--- config.mk ---
export PLATFORM = sky130hd
export DESIGN_NAME = hazard_ctrl
export DESIGN_NICKNAME = d
export VERILOG_FILES = /design/src/rtl/hazard_ctrl.sv
export SDC_FILE = /design/constraint.sdc
export NUM_CORES = 1
export LEC_CHECK = 0
export CAP_MARGIN = 30
export CORE_ASPECT_RATIO = 1.1
export CORE_MARGIN = 1
export CORE_UTILIZATION = 34
export CTS_BUF_LIST = sky130_fd_sc_hd__clkbuf_8
export CTS_CLUSTER_DIAMETER = 40
export DETAILED_ROUTE_END_ITERATION = 16
export PLACE_DENSITY_LB_ADDON = 0.15
export SYNTH_ARGS = -nofsm -noshare
export SYNTH_HDL_FRONTEND = slang
export SYNTH_SLANG_ARGS = --single-unit
--- constraint.sdc ---
create_clock -name clk -period 2 [get_ports clk]
set_input_delay 0.5 -clock clk [delete_from_list [all_inputs] [get_ports clk]]
set_output_delay 0.5 -clock clk [all_outputs]
set_load 0.02 [all_outputs]
--- src/rtl/hazard_ctrl.sv ---
// rtl/hazard_ctrl.sv - pipeline hazard unit: forwarding, load-use/branch stall-flush, memory-wait FSM, watchdog (optional HAZARD_PERFCNT_EN counters)
module hazard_ctrl (
    input  logic        clk,
    input  logic        reset_n,
    input  logic [3:0]  RA1D,
    input  logic [3:0]  RA2D,
    input  logic [3:0]  RA1E,
    input  logic [3:0]  RA2E,
    input  logic [3:0]  WA3E,
    input  logic [3:0]  WA3M,
    input  logic [3:0]  WA3W,
    input  logic        RegWriteM,
    input  logic        RegWriteW,
    input  logic        MemtoRegE,
    input  logic        PCSrcD,
    input  logic        PCSrcE,
    input  logic        PCSrcM,
    input  logic        PCSrcW,
    input  logic        BranchTakenE,
    input  logic        MemReqM,
    input  logic        MemReadyM,
    output logic [1:0]  ForwardAE,
    output logic [1:0]  ForwardBE,
    output logic        StallF,
    output logic        StallD,
    output logic        StallE,
    output logic        StallM,
    output logic        FlushD,
    output logic        FlushE,
    output logic        FlushW,
    output logic        MemTimeout,
    output logic [31:0] StallCycles,
    output logic [31:0] FlushCount
);

    typedef enum logic {
        RUN     = 1'b0,
        MEMWAIT = 1'b1
    } state_t;

    state_t     state;
    state_t     state_nxt;
    logic [7:0] wd_cnt;
    logic       ld_stall;
    logic       pc_wr_pending;
    logic       mem_hold;

    // Register 15 is the PC and is never forwarded; M-stage result has priority over W-stage.
    function automatic logic [1:0] fwd_sel(input logic [3:0] ra,
                                           input logic       rw_m,
                                           input logic [3:0] wa_m,
                                           input logic       rw_w,
                                           input logic [3:0] wa_w);
        logic [1:0] sel;
        sel = 2'b00;
        if (ra != 4'hF) begin
            if (rw_m && (ra == wa_m))
                sel = 2'b10;
            else if (rw_w && (ra == wa_w))
                sel = 2'b01;
        end
        return sel;
    endfunction

    assign ld_stall      = MemtoRegE && ((WA3E == RA1D) || (WA3E == RA2D));
    assign pc_wr_pending = PCSrcD || PCSrcE || PCSrcM;
    // Full freeze covers the cycle the wait is first seen and every waiting cycle until ready.
    assign mem_hold      = MemReqM && !MemReadyM && ((state == RUN) || (state == MEMWAIT));

    // State register: reset always lands in RUN, abandoning any pending memory wait.
    always_ff @(posedge clk or negedge reset_n) begin
        if (!reset_n)
            state <= RUN;
        else
            state <= state_nxt;
    end

    // Next state: enter MEMWAIT on an unfinished access, leave on the first ready cycle.
    always_comb begin
        state_nxt = state;
        case (state)
            RUN:     if (MemReqM && !MemReadyM) state_nxt = MEMWAIT;
            MEMWAIT: if (MemReadyM)             state_nxt = RUN;
            default: state_nxt = RUN;
        endcase
    end

    // Outputs: reset forces flushes, a memory wait freezes everything, otherwise hazard equations.
    always_comb begin
        ForwardAE = 2'b00;
        ForwardBE = 2'b00;
        StallF    = 1'b0;
        StallD    = 1'b0;
        StallE    = 1'b0;
        StallM    = 1'b0;
        FlushD    = 1'b0;
        FlushE    = 1'b0;
        FlushW    = 1'b0;
        if (!reset_n) begin
            FlushD = 1'b1;
            FlushE = 1'b1;
            FlushW = 1'b1;
        end else begin
            ForwardAE = fwd_sel(RA1E, RegWriteM, WA3M, RegWriteW, WA3W);
            ForwardBE = fwd_sel(RA2E, RegWriteM, WA3M, RegWriteW, WA3W);
            if (mem_hold || ((state == MEMWAIT) && !MemReadyM)) begin
                StallF = 1'b1;
                StallD = 1'b1;
                StallE = 1'b1;
                StallM = 1'b1;
                FlushW = 1'b1;
            end else begin
                StallF = ld_stall || pc_wr_pending;
                StallD = ld_stall;
                FlushD = pc_wr_pending || PCSrcW || BranchTakenE;
                FlushE = ld_stall || BranchTakenE;
            end
        end
    end

    // Watchdog: counts waiting cycles, saturates at 255 and latches the timeout until reset.
    always_ff @(posedge clk or negedge reset_n) begin
        if (!reset_n) begin
            wd_cnt     <= 8'd0;
            MemTimeout <= 1'b0;
        end else if (state == MEMWAIT) begin
            if (wd_cnt != 8'hFF)
                wd_cnt <= wd_cnt + 8'd1;
            if (wd_cnt >= 8'hFE)
                MemTimeout <= 1'b1;
        end else begin
            wd_cnt <= 8'd0;
        end
    end

`ifdef HAZARD_PERFCNT_EN
    logic [31:0] stall_cnt;
    logic [31:0] flush_cnt;

    // Performance counters: free-running 32-bit wrap on stall and front-end flush cycles.
    always_ff @(posedge clk or negedge reset_n) begin
        if (!reset_n) begin
            stall_cnt <= 32'd0;
            flush_cnt <= 32'd0;
        end else begin
            if (StallF || StallD || StallE || StallM)
                stall_cnt <= stall_cnt + 32'd1;
            if (FlushD || FlushE)
                flush_cnt <= flush_cnt + 32'd1;
        end
    end

    assign StallCycles = stall_cnt;
    assign FlushCount  = flush_cnt;
`else
    assign StallCycles = 32'd0;
    assign FlushCount  = 32'd0;
`endif

endmodule

==> impl_metrics.toml <==
[worst_hold_path]
holdCritPathClass = "input pin to asynchronous set/reset pin"

[grt]
grt_pass1_vias = 1065
grt_antenna_before_repair = 0
grt_max_degree = 12
grt_pass1_wl_um = 4660
grt_overflow = 0
grt_usage_pct = 13.3

[power]
p_leak_nw = 1.04
cellPowerDensity_nw_per_um2 = 389
ir_worst_vdd_mv = 0.374

[route]
drc_errors = 0
drt_first_pass_iters = 4
wl_um = 2980
drtIter0Drc = 22
drtAntennaViolNets = 0
avgViaCountPerCell = 4.05
wl_per_cell_um = 9.83
vias = 1226

[sta]
fin_skew_ns = 0.00257
rsz0062_at_grt = "true"
fin_crit_sh_pct = 109
final.setup.worst_slack_ns = -0.173
final-hold-violation-count = 0
setup_viol = 3
layout_min_cycle_time_ns = 2.17
fin_tns_setup_ns = -0.404
drv_slew = 0
max_freq_mhz = 460

[critical_path]
critPathBufInv = 3
critPathKind = "input pin to primary output"
cp.depth = 7
cp.required_ns = 1.50
cp-startpoint = "RA2D[0]"
path_max_fanout = 2
r2r_cells = 12
max_stage_delay_ns = 0.30
endpoint_kind = "primary output"
r2r_setup_slack_ns = 0.18
cp.arrival_ns = 1.67
timing.rr.start = "state$_DFF_PN0_"
endpoint = "FlushE"
worstPathCellList = "dlygate4sd2_1 -> xor2_1 -> nor4_2 -> buf_4 -> o211ai_1 -> nand3_1 -> buf_6"
worstSetupStartpointType = "input pin"
timing.rr.end = "state$_DFF_PN0_"
critPathTopFamily = "buffers and inverters"
cpMaxStageDelayCell = "nor4_2"

[final_layout]
syn_to_final_growth_pct = 47.8
regArea_um2 = 250
multiInputGateArea_um2 = 1020
fillCellCount = 414
num_antenna_cells = 0
drive_above_1_share_pct = 31.1
finalCoreUtilization_pct = 52.1
nNetsFinal = 295

[clock_network]
cts_tree = "yes"
cts.path.max_buffers = 2
worstSkewPairLatency_ns = 0.23
cts_root_buffer = "clkbuf_8"
cts_buffers = 3
ctsHoldBuffers = 0
cts_sinks = 10
h-tree-depth = 1
cts.clk_slew.worst_paths_ns = 0.05

[outcome]
outcome = "finished with violations"
violations = "setup timing"

[synthesis]
yosysTopAreaCell = "buf_4"
synth_cell_types = 32
synth.area.top_cells = "buf_4 (35%), dfrtp_1 (18%), xor2_1 (9.4%)"
yosysTopAreaCellShare_pct = 34.9
syn-cell-area_um2 = 1400
synth-seq-cells = 10
synth_warnings = 0
postSynthAreaPerCell_um2 = 8.13
netlist_instances = 172
yosysSeqAreaShare_pct = 17.9

[place]
io_buffers = 51
gp_congestion = 0.805
hpwl_um = 2270

[floorplan]
io_pins = 116
row_count = 24
initial_utilization_pct = 35.3
die_y_um = 69.3
dieArea_um2 = 4380
die_w_um = 63.2
core_area_um2 = 3960

[flow_run]
maxCapViolCount = 0
==> flip-flops by register name, indices dropped and copies added, names as in the netlist <==
signal,cells
wd_cnt,8
MemTimeout,1
state,1
==> per-layer routing <==
layer / track usage [%] / wire [um] / up-vias
li1: - / - / 607
met4: 1.55 / 16 / 0
met1: 14.7 / 1130 / 546
met2: 24.5 / 1580 / 71
met5: 0 / 0 / -
met3: 4.93 / 250 / 2
==> where the power goes <==
| part | switching, mW | total [mW] | internal [mW] |
|---|---|---|---|
| logic | 0.226 | 0.383 | 0.157 |
| clock network | 0.0758 | 0.207 | 0.132 |
| registers | 0.00542 | 0.213 | 0.208 |
==> how the worst min path moves through the flow <==
stage,cells after the start,startpoint,end
floorplan,0,reset_n,MemTimeout$_DFFE_PN0P_
global placement,1,MemTimeout$_DFFE_PN0P_,MemTimeout$_DFFE_PN0P_
detailed placement,1,MemTimeout$_DFFE_PN0P_,MemTimeout$_DFFE_PN0P_
CTS,1,MemTimeout$_DFFE_PN0P_,MemTimeout$_DFFE_PN0P_
global route,3,reset_n,state$_DFF_PN0_
finish,3,reset_n,state$_DFF_PN0_
==> layout make-up <==
type                            instances  share of cell area, %
Timing Repair Buffer                   79                   33.1
Tap cell                               52                   3.15
Inverter                                3                  0.545
Clock buffer                            3                   2.00
Multi-Input combinational cell        156                   49.2
Sequential cell                        10                   12.1
==> cell usage in the layout (no fill, tap or decap), types with 3 or more instances in the layout <==
cell / Yosys / final
a31oi_1: 5 / 5
nor2_1: 5 / 5
nand4_1: 6 / 6
dfrtp_1: 10 / 10
clkbuf_8: 0 / 3
buf_6: 1 / 17
buf_4: 65 / 25
nand3_1: 4 / 4
dlygate4sd2_1: 0 / 14
buf_2: 0 / 9
conb_1: 1 / 64
xnor2_1: 11 / 8
xor2_1: 15 / 10
o21ai_0: 5 / 3
xor2_2: 0 / 4
and2_1: 5 / 3
clkdlybuf4s50_1: 0 / 4
nand2_1: 10 / 10
xnor2_2: 0 / 3
clkdlybuf4s15_1: 0 / 8
==> cells by family after synthesis <==
kind of cell,count (synthesis),share of synthesized area (%)
adder cells (fa/ha/maj),2,1.79
flip-flops,10,17.9
XOR/XNOR,26,16.3
AND/OR/NAND/NOR,47,18.5
other,1,0.268
buffers and inverters,69,36.5
AO/OA/AOI/OAI,17,8.77
==> per-stage QoR <==
step | instances | setup slack, ns | area (um^2) | power (mW) | hold slack [ns]
global route | 303 | -0.258 | 2070 | 0.853 | 0.493
floorplan | 235 | 0.149 | 1640 | 0.495 | 0.204
detailed placement | 289 | -0.856 | 1840 | 0.556 | 0.462
finish | 303 | -0.173 | 2070 | 0.804 | 0.472
global placement | 289 | -0.837 | 1840 | 0.556 | 0.464
CTS | 301 | -0.148 | 2020 | 0.793 | 0.473
==> synth_stat cells (all sizes together) <==
cell type and instances:
a211oi 2, a31oi 5, and2 5, and3 3
and4 1, buf 66, conb 1, dfrtp 10
ha 2, inv 3, nand2 10, nand2b 1
nand3 4, nand4 6, nor2 5, nor2b 1
nor3 3, nor3b 1, nor4 4, nor4b 1
o2111ai 1, o211a 1, o211ai 2, o21ai 5
o21bai 1, or2 1, or3 1, xnor2 11
xor2 15
==> worst min-delay path: cells and delay by family <==
family	cells	cell delay, ns
buffers and inverters	3	0.54
==> repair_timing <==
| action | 4_1_cts | 5_1_grt |
|---|---|---|
| buffers inserted | 9 | 2 |
| pin swaps | 27 | 16 |
| resized for setup | 160 | 22 |
| setup endpoints to repair | 11 | 9 |
| hold endpoints to repair | 0 | 0 |
Note: power is estimated with default switching activity, not from simulation.
